<file path="src/rtl/lsu_wb_master.sv">
// -----------------------------------------------------------------------------
// lsu_wb_master
//
// Load/store unit placed directly upstream of the core's Wishbone data memory
// slave. It accepts one MEM-stage request at a time and runs one Wishbone
// classic cycle for it:
//   - stores: drives byte-lane selects and lane-replicated write data;
//   - loads : captures the slave's registered read data (valid the cycle
//             after ack), then extracts and sign/zero-extends the addressed
//             byte, halfword or word;
//   - misaligned halfword/word accesses complete without touching the bus.
// The pipeline is stalled (busy_o) until the one-cycle rsp_valid_o pulse.
//
// Optional feature (compile-time macro LSU_BUS_TIMEOUT_EN):
//   when defined, a REQ-state cycle counter aborts an unacknowledged cycle
//   after TIMEOUT_CYCLES cycles and reports bus_err_o; when undefined, REQ
//   waits indefinitely and bus_err_o is tied low.
//
// Ports:
//   clk, reset_n          clock, asynchronous active-low reset
//   req_valid_i .. req_unsigned_i   MEM-stage request (held until rsp_valid_o)
//   busy_o                stall to the pipeline
//   rsp_valid_o           one-cycle completion pulse
//   rsp_rdata_o           extended load data (0 for stores/misaligned/errors)
//   misalign_o, bus_err_o status, valid with rsp_valid_o
//   wb_cyc_o .. wb_dat_o  Wishbone master outputs (all registered)
//   wb_dat_i, wb_ack_i    Wishbone slave read data (registered) and ack
// -----------------------------------------------------------------------------
module lsu_wb_master #(
  parameter int TIMEOUT_CYCLES = 16
) (
  input  logic        clk,
  input  logic        reset_n,
  input  logic        req_valid_i,
  input  logic        req_we_i,
  input  logic [31:0] req_addr_i,
  input  logic [31:0] req_wdata_i,
  input  logic [1:0]  req_size_i,
  input  logic        req_unsigned_i,
  output logic        busy_o,
  output logic        rsp_valid_o,
  output logic [31:0] rsp_rdata_o,
  output logic        misalign_o,
  output logic        bus_err_o,
  output logic        wb_cyc_o,
  output logic        wb_stb_o,
  output logic        wb_we_o,
  output logic [31:0] wb_adr_o,
  output logic [3:0]  wb_sel_o,
  output logic [31:0] wb_dat_o,
  input  logic [31:0] wb_dat_i,
  input  logic        wb_ack_i
);

  typedef enum logic [1:0] {
    IDLE  = 2'd0,
    REQ   = 2'd1,
    RDATA = 2'd2,
    RESP  = 2'd3
  } state_e;

  state_e state_q, state_d;

  // Wishbone output registers (cyc and stb always move together)
  logic        cyc_q, cyc_d;
  logic        we_q, we_d;
  logic [31:0] adr_q, adr_d;
  logic [3:0]  sel_q, sel_d;
  logic [31:0] dat_q, dat_d;

  // Response registers
  logic        rsp_valid_q, rsp_valid_d;
  logic        misalign_q, misalign_d;
  logic [31:0] rdata_q, rdata_d;

  // Latched request fields needed later for load extraction
  logic [1:0]  off_q, off_d;
  logic [1:0]  size_q, size_d;
  logic        uns_q, uns_d;

  logic        req_misaligned;
  logic        tmo_expired;

  // ---------------------------------------------------------------------------
  // Helper functions
  // ---------------------------------------------------------------------------

  // Size 2'b11 is handled exactly like a word.
  function automatic logic is_misaligned(input logic [1:0] off, input logic [1:0] size);
    logic r;
    case (size)
      2'b00:   r = 1'b0;
      2'b01:   r = off[0];
      default: r = (off != 2'b00);
    endcase
    return r;
  endfunction

  function automatic logic [3:0] lane_sel(input logic [1:0] off, input logic [1:0] size);
    logic [3:0] r;
    case (size)
      2'b00:   r = 4'b0001 << off;
      2'b01:   r = 4'b0011 << {off[1], 1'b0};
      default: r = 4'b1111;
    endcase
    return r;
  endfunction

  // Replicating the data onto every lane lets the slave pick it up through
  // wb_sel_o alone, whatever the offset.
  function automatic logic [31:0] lane_data(input logic [31:0] wdata, input logic [1:0] size);
    logic [31:0] r;
    case (size)
      2'b00:   r = {4{wdata[7:0]}};
      2'b01:   r = {2{wdata[15:0]}};
      default: r = wdata;
    endcase
    return r;
  endfunction

  function automatic logic [31:0] load_extract(input logic [31:0] word, input logic [1:0] off,
                                               input logic [1:0] size, input logic uns);
    logic [7:0]  b;
    logic [15:0] h;
    logic [31:0] r;
    case (off)
      2'd0:    b = word[7:0];
      2'd1:    b = word[15:8];
      2'd2:    b = word[23:16];
      2'd3:    b = word[31:24];
      default: b = word[7:0];
    endcase
    h = off[1] ? word[31:16] : word[15:0];
    case (size)
      2'b00:   r = uns ? {24'h000000, b} : {{24{b[7]}}, b};
      2'b01:   r = uns ? {16'h0000, h}   : {{16{h[15]}}, h};
      default: r = word;
    endcase
    return r;
  endfunction

  assign req_misaligned = is_misaligned(req_addr_i[1:0], req_size_i);

  // ---------------------------------------------------------------------------
  // Optional bus timeout
  // ---------------------------------------------------------------------------
`ifdef LSU_BUS_TIMEOUT_EN
  // Counter only has to reach TIMEOUT_CYCLES-1: REQ is left on that value.
  localparam int TMO_W = (TIMEOUT_CYCLES > 1) ? $clog2(TIMEOUT_CYCLES) : 1;

  logic [TMO_W-1:0] tmo_cnt_q, tmo_cnt_d;
  logic             bus_err_q, bus_err_d;

  assign tmo_expired = (state_q == REQ) && (tmo_cnt_q == TMO_W'(TIMEOUT_CYCLES - 1));

  // Timeout counter and bus error flag next-state; an ack in the expiry cycle wins.
  always_comb begin
    tmo_cnt_d = tmo_cnt_q;
    bus_err_d = bus_err_q;
    case (state_q)
      IDLE: begin
        if (req_valid_i) begin
          tmo_cnt_d = {TMO_W{1'b0}};
          bus_err_d = 1'b0;
        end else begin
          tmo_cnt_d = tmo_cnt_q;
        end
      end
      REQ: begin
        if (!wb_ack_i && !tmo_expired) begin
          tmo_cnt_d = tmo_cnt_q + TMO_W'(1);
        end else begin
          tmo_cnt_d = tmo_cnt_q;
        end
        bus_err_d = !wb_ack_i && tmo_expired;
      end
      RESP:    bus_err_d = 1'b0;
      default: bus_err_d = bus_err_q;
    endcase
  end

  // Timeout counter and bus error registers.
  always_ff @(posedge clk or negedge reset_n) begin
    if (!reset_n) begin
      tmo_cnt_q <= {TMO_W{1'b0}};
      bus_err_q <= 1'b0;
    end else begin
      tmo_cnt_q <= tmo_cnt_d;
      bus_err_q <= bus_err_d;
    end
  end

  assign bus_err_o = bus_err_q;
`else
  assign tmo_expired = 1'b0;
  assign bus_err_o   = 1'b0;
`endif

  // ---------------------------------------------------------------------------
  // FSM
  // ---------------------------------------------------------------------------

  // State register.
  always_ff @(posedge clk or negedge reset_n) begin
    if (!reset_n) begin
      state_q <= IDLE;
    end else begin
      state_q <= state_d;
    end
  end

  // Next-state logic.
  always_comb begin
    state_d = state_q;
    case (state_q)
      IDLE: begin
        if (req_valid_i) begin
          state_d = req_misaligned ? RESP : REQ;
        end else begin
          state_d = IDLE;
        end
      end
      REQ: begin
        if (wb_ack_i) begin
          state_d = we_q ? RESP : RDATA;
        end else if (tmo_expired) begin
          state_d = RESP;
        end else begin
          state_d = REQ;
        end
      end
      RDATA:   state_d = RESP;
      RESP:    state_d = IDLE;
      default: state_d = IDLE;
    endcase
  end

  // Output logic: next values of the registered bus and response outputs.
  always_comb begin
    cyc_d       = cyc_q;
    we_d        = we_q;
    adr_d       = adr_q;
    sel_d       = sel_q;
    dat_d       = dat_q;
    rsp_valid_d = 1'b0;
    misalign_d  = misalign_q;
    rdata_d     = rdata_q;
    off_d       = off_q;
    size_d      = size_q;
    uns_d       = uns_q;
    case (state_q)
      IDLE: begin
        if (req_valid_i) begin
          off_d      = req_addr_i[1:0];
          size_d     = req_size_i;
          uns_d      = req_unsigned_i;
          rdata_d    = 32'h0000_0000;
          misalign_d = req_misaligned;
          if (req_misaligned) begin
            rsp_valid_d = 1'b1;
          end else begin
            cyc_d = 1'b1;
            we_d  = req_we_i;
            adr_d = {req_addr_i[31:2], 2'b00};
            sel_d = lane_sel(req_addr_i[1:0], req_size_i);
            dat_d = lane_data(req_wdata_i, req_size_i);
          end
        end else begin
          cyc_d = 1'b0;
        end
      end
      REQ: begin
        if (wb_ack_i) begin
          cyc_d       = 1'b0;
          rsp_valid_d = we_q;
        end else if (tmo_expired) begin
          cyc_d       = 1'b0;
          rsp_valid_d = 1'b1;
        end else begin
          cyc_d = 1'b1;
        end
      end
      RDATA: begin
        // Slave data is registered, so it is valid here, one cycle after ack.
        rdata_d     = load_extract(wb_dat_i, off_q, size_q, uns_q);
        rsp_valid_d = 1'b1;
      end
      RESP: begin
        misalign_d = 1'b0;
      end
      default: begin
        cyc_d = 1'b0;
      end
    endcase
  end

  // Bus, response and latched-request registers.
  always_ff @(posedge clk or negedge reset_n) begin
    if (!reset_n) begin
      cyc_q       <= 1'b0;
      we_q        <= 1'b0;
      adr_q       <= 32'h0000_0000;
      sel_q       <= 4'b0000;
      dat_q       <= 32'h0000_0000;
      rsp_valid_q <= 1'b0;
      misalign_q  <= 1'b0;
      rdata_q     <= 32'h0000_0000;
      off_q       <= 2'b00;
      size_q      <= 2'b00;
      uns_q       <= 1'b0;
    end else begin
      cyc_q       <= cyc_d;
      we_q        <= we_d;
      adr_q       <= adr_d;
      sel_q       <= sel_d;
      dat_q       <= dat_d;
      rsp_valid_q <= rsp_valid_d;
      misalign_q  <= misalign_d;
      rdata_q     <= rdata_d;
      off_q       <= off_d;
      size_q      <= size_d;
      uns_q       <= uns_d;
    end
  end

  assign wb_cyc_o    = cyc_q;
  assign wb_stb_o    = cyc_q;
  assign wb_we_o     = we_q;
  assign wb_adr_o    = adr_q;
  assign wb_sel_o    = sel_q;
  assign wb_dat_o    = dat_q;
  assign rsp_valid_o = rsp_valid_q;
  assign misalign_o  = misalign_q;
  assign rsp_rdata_o = rdata_q;
  assign busy_o      = req_valid_i & ~rsp_valid_q;

endmodule
</file>
<file path="config.mk">
export PLATFORM = sky130hd
export DESIGN_NAME = lsu_wb_master
export DESIGN_NICKNAME = d
export VERILOG_FILES = /design/src/rtl/lsu_wb_master.sv
export SDC_FILE = /design/constraint.sdc
export NUM_CORES = 1
export LEC_CHECK = 0
export CORE_ASPECT_RATIO = 0.7
export CORE_MARGIN = 3
export CORE_UTILIZATION = 48
export CTS_BUF_LIST = sky130_fd_sc_hd__clkbuf_4 sky130_fd_sc_hd__clkbuf_8
export CTS_CLUSTER_DIAMETER = 200
export DETAILED_ROUTE_END_ITERATION = 6
export PLACE_DENSITY = 0.88
export SYNTH_ARGS = -nofsm -noshare
export SYNTH_HDL_FRONTEND = slang
export SYNTH_SLANG_ARGS = --single-unit
</file>
<file path="constraint.sdc">
create_clock -name clk -period 4.5 [get_ports clk]
set_input_delay 1.35 -clock clk [delete_from_list [all_inputs] [get_ports clk]]
set_output_delay 1.35 -clock clk [all_outputs]
set_load 0.1 [all_outputs]
</file>
==> impl_metrics.ini <==
[clock_tree]
root_buffer = clkbuf_8
clock_latency_ps = 370
cts-buffers-inserted = 9
cts_tree = done
cts_resized = 0
cts_max_level = 3
clock-sinks = 109
cts.path.max_buffers = 2
clkTransAtPathRegs_ps = 100
holdBufCountCts = 0
post_cts.repair.setup_buffers = 0

[floorplan]
coreArea_um2 = 10400
rows = 31
dieHeight_um = 93.0
io_pins = 211
initial_core_util_pct = 49.8
dieArea_um2 = 12100
die_x_um = 130

[timing]
fin_skew_ps = 7.27
finalSetupViolCount = 0
fin_ws_ps = 701
period_minus_slack_ps = 3800
max_freq_ghz = 0.263
slew_violations = 0
rsz0062_at_grt = false
fin_crit_sh_pct = 84.4
worstMarginPinSlew_ps = 1160
setup_tns_ps = 0
hold_viol_final = 0
maxSlewHeadroom_pct = 23.0

[logic_synthesis]
synth_top_area_share_pct = 52.5
syn_avg_cell_area_um2 = 11.8
synth.most_common_cell = dfrtp_1
synthTopCellsByCount = dfrtp_1 (109), nand2_1 (45), mux2_4 (39)
synth_cell_types = 44
yosysSeqAreaShare_pct = 52.5
syn_inst = 440
yosysWarningCount = 0
async_reset_ff_share_pct = 100
ys_ff_latch = 109
syn_area_um2 = 5190
synth-main-ff-cell = dfrtp_1
yosys.area.top_type = dfrtp_1
synth_edf_count = 0
ys_top_cells_by_area = dfrtp_1 (53%), mux2_4 (11%), mux2i_1 (6.7%)

[cells_and_area]
syn2layout_area_growth_pct = 44.4
diodes = 0
post-route-util_pct = 71.8
drive_gt1_share_pct = 11.0
final_nets = 734
final_design_area_no_fill_um2 = 7500

[place]
place_area_um2 = 7290
post-dp-hpwl_um = 10700
post-place-ws_ps = 728
port_buffers = 207
gp_congestion = 0.866

[status]
status = finished, final reports clean

[setup_path]
cp.required_ps = 3150
crit_path_end_kind = output port
cp_max_fo = 6
worstPathArrival_ps = 2450
cpLargestDelayFamily = buffers and inverters
cp_cell_sequence = clkdlybuf4s50_1, nor2b_1, buf_12
max_stage_delay_ps = 600
path_buf_inv = 2
crit_slowest_cell = clkdlybuf4s50_1
critPathKind = primary input to output port
worstSetupStartpointType = primary input

[drt]
wl_per_cell_um = 19.1
antenna_left = 0
dr.pass1.iters = 5
viasPerCell = 5.67
drtIter0Drc = 430
drc = 0
vias = 4346
drt-total-wl_um = 14600

[global_route]
antenna_found_initial = 1
overflow = 0
grt_pass1_wl_um = 22600
grt_max_degree = 88
track_usage_pct = 23.6
grt_pass1_vias = 4290

[flow_run]
maxCapViolCount = 0

[worst_hold_path]
hp-class = flop to flop
## kinds of logic after synthesis
group	Yosys count	synth area share [%]
other	1	0.0722
buffers and inverters	42	4.94
DFF	109	52.5
and+or+nand+nor	105	9.35
AOI/OAI and AO/OA	108	14.9
xor gates and xnor gates	1	0.169
muxes	74	18.0
## final timing paths
path / start / slack, ps / to / cells past startpoint
min in group asynchronous: reset_n / 1150 / wb_dat_o[22]$_DFFE_PN0P_ / 1
max in group asynchronous: reset_n / 2500 / wb_adr_o[25]$_DFFE_PN0P_ / 2
hold reg to reg: wb_dat_o[11]$_DFFE_PN0P_ / 500 / wb_dat_o[11]$_DFFE_PN0P_ / 2
setup reg to reg: state_q[0]$_DFF_PN0_ / 1710 / rsp_rdata_o[8]$_DFFE_PN0P_ / 4
hold / removal: wb_dat_o[11]$_DFFE_PN0P_ / 500 / wb_dat_o[11]$_DFFE_PN0P_ / 2
setup / recovery: req_valid_i / 700 / busy_o / 3
## stage by stage
step           instances  hold slack, ps
2_1_floorplan        442             463
3_5_place_dp         751             470
5_1_grt              767             507
4_1_cts              767             494
6_report             767             495
3_3_place_gp         751             463
## sequential cells by signal, summed over array words and instances (netlist names)
signal       flops
wb_cyc_o         1
uns_q            1
wb_we_o          1
state_q          2
wb_sel_o         4
off_q            2
misalign_o       1
size_q           2
wb_dat_o        32
rsp_valid_o      1
wb_adr_o        30
rsp_rdata_o     32
## per-layer routing
| layer | track usage [%] | wire length, µm | part of all wire (%) | vias to the layer above |
|---|---|---|---|---|
| met5 | 0 | 7 | 0.048 | - |
| met4 | 6.75 | 284 | 1.9 | 2 |
| met3 | 6.11 | 1090 | 7.5 | 26 |
| met2 | 38.7 | 7130 | 49 | 194 |
| met1 | 30.9 | 6110 | 42 | 2147 |
| li1 | - | - | - | 1977 |
## layout make-up
| type | count | area, µm² |
|---|---|---|
| sequential | 109 | 2730 |
| inverter | 4 | 15.0 |
| clock inverter | 4 | 56.3 |
| multi-input combinational | 291 | 2230 |
| tap | 132 | 165 |
| fill | 707 | 2940 |
| timing repair buffer | 215 | 2150 |
| clock buffer | 12 | 153 |
## cell usage in the layout, fill, tap and decap left out, drive strengths merged, types with 2 or more instances in the layout
master and instances:
mux2i 35, a21o 3, a221o 18, nor2b 13, nor3 14, a22oi 5, clkinv 2, o21bai 2
o221ai 2, o31ai 13, nor2 22, nand3 2, conb 3, buf 10, o21ai 34, a31oi 4
a22o 2, nand2b 4, clkbuf 12, a222oi 8, dfrtp 109, mux2 39, a21oi 10, nor3b 2
nand2 45, clkdlybuf4s50 205, inv 5
## worst reg2reg max path: cells and delay by family, from the launching register on
family	cells	cell delay (ps)
AO/OA/AOI/OAI	2	370
flip-flops	1	500
AND/OR/NAND/NOR	2	1820
Power is not shown: default switching activity piles up to over one toggle a cycle in this logic, so the estimate is an artifact.
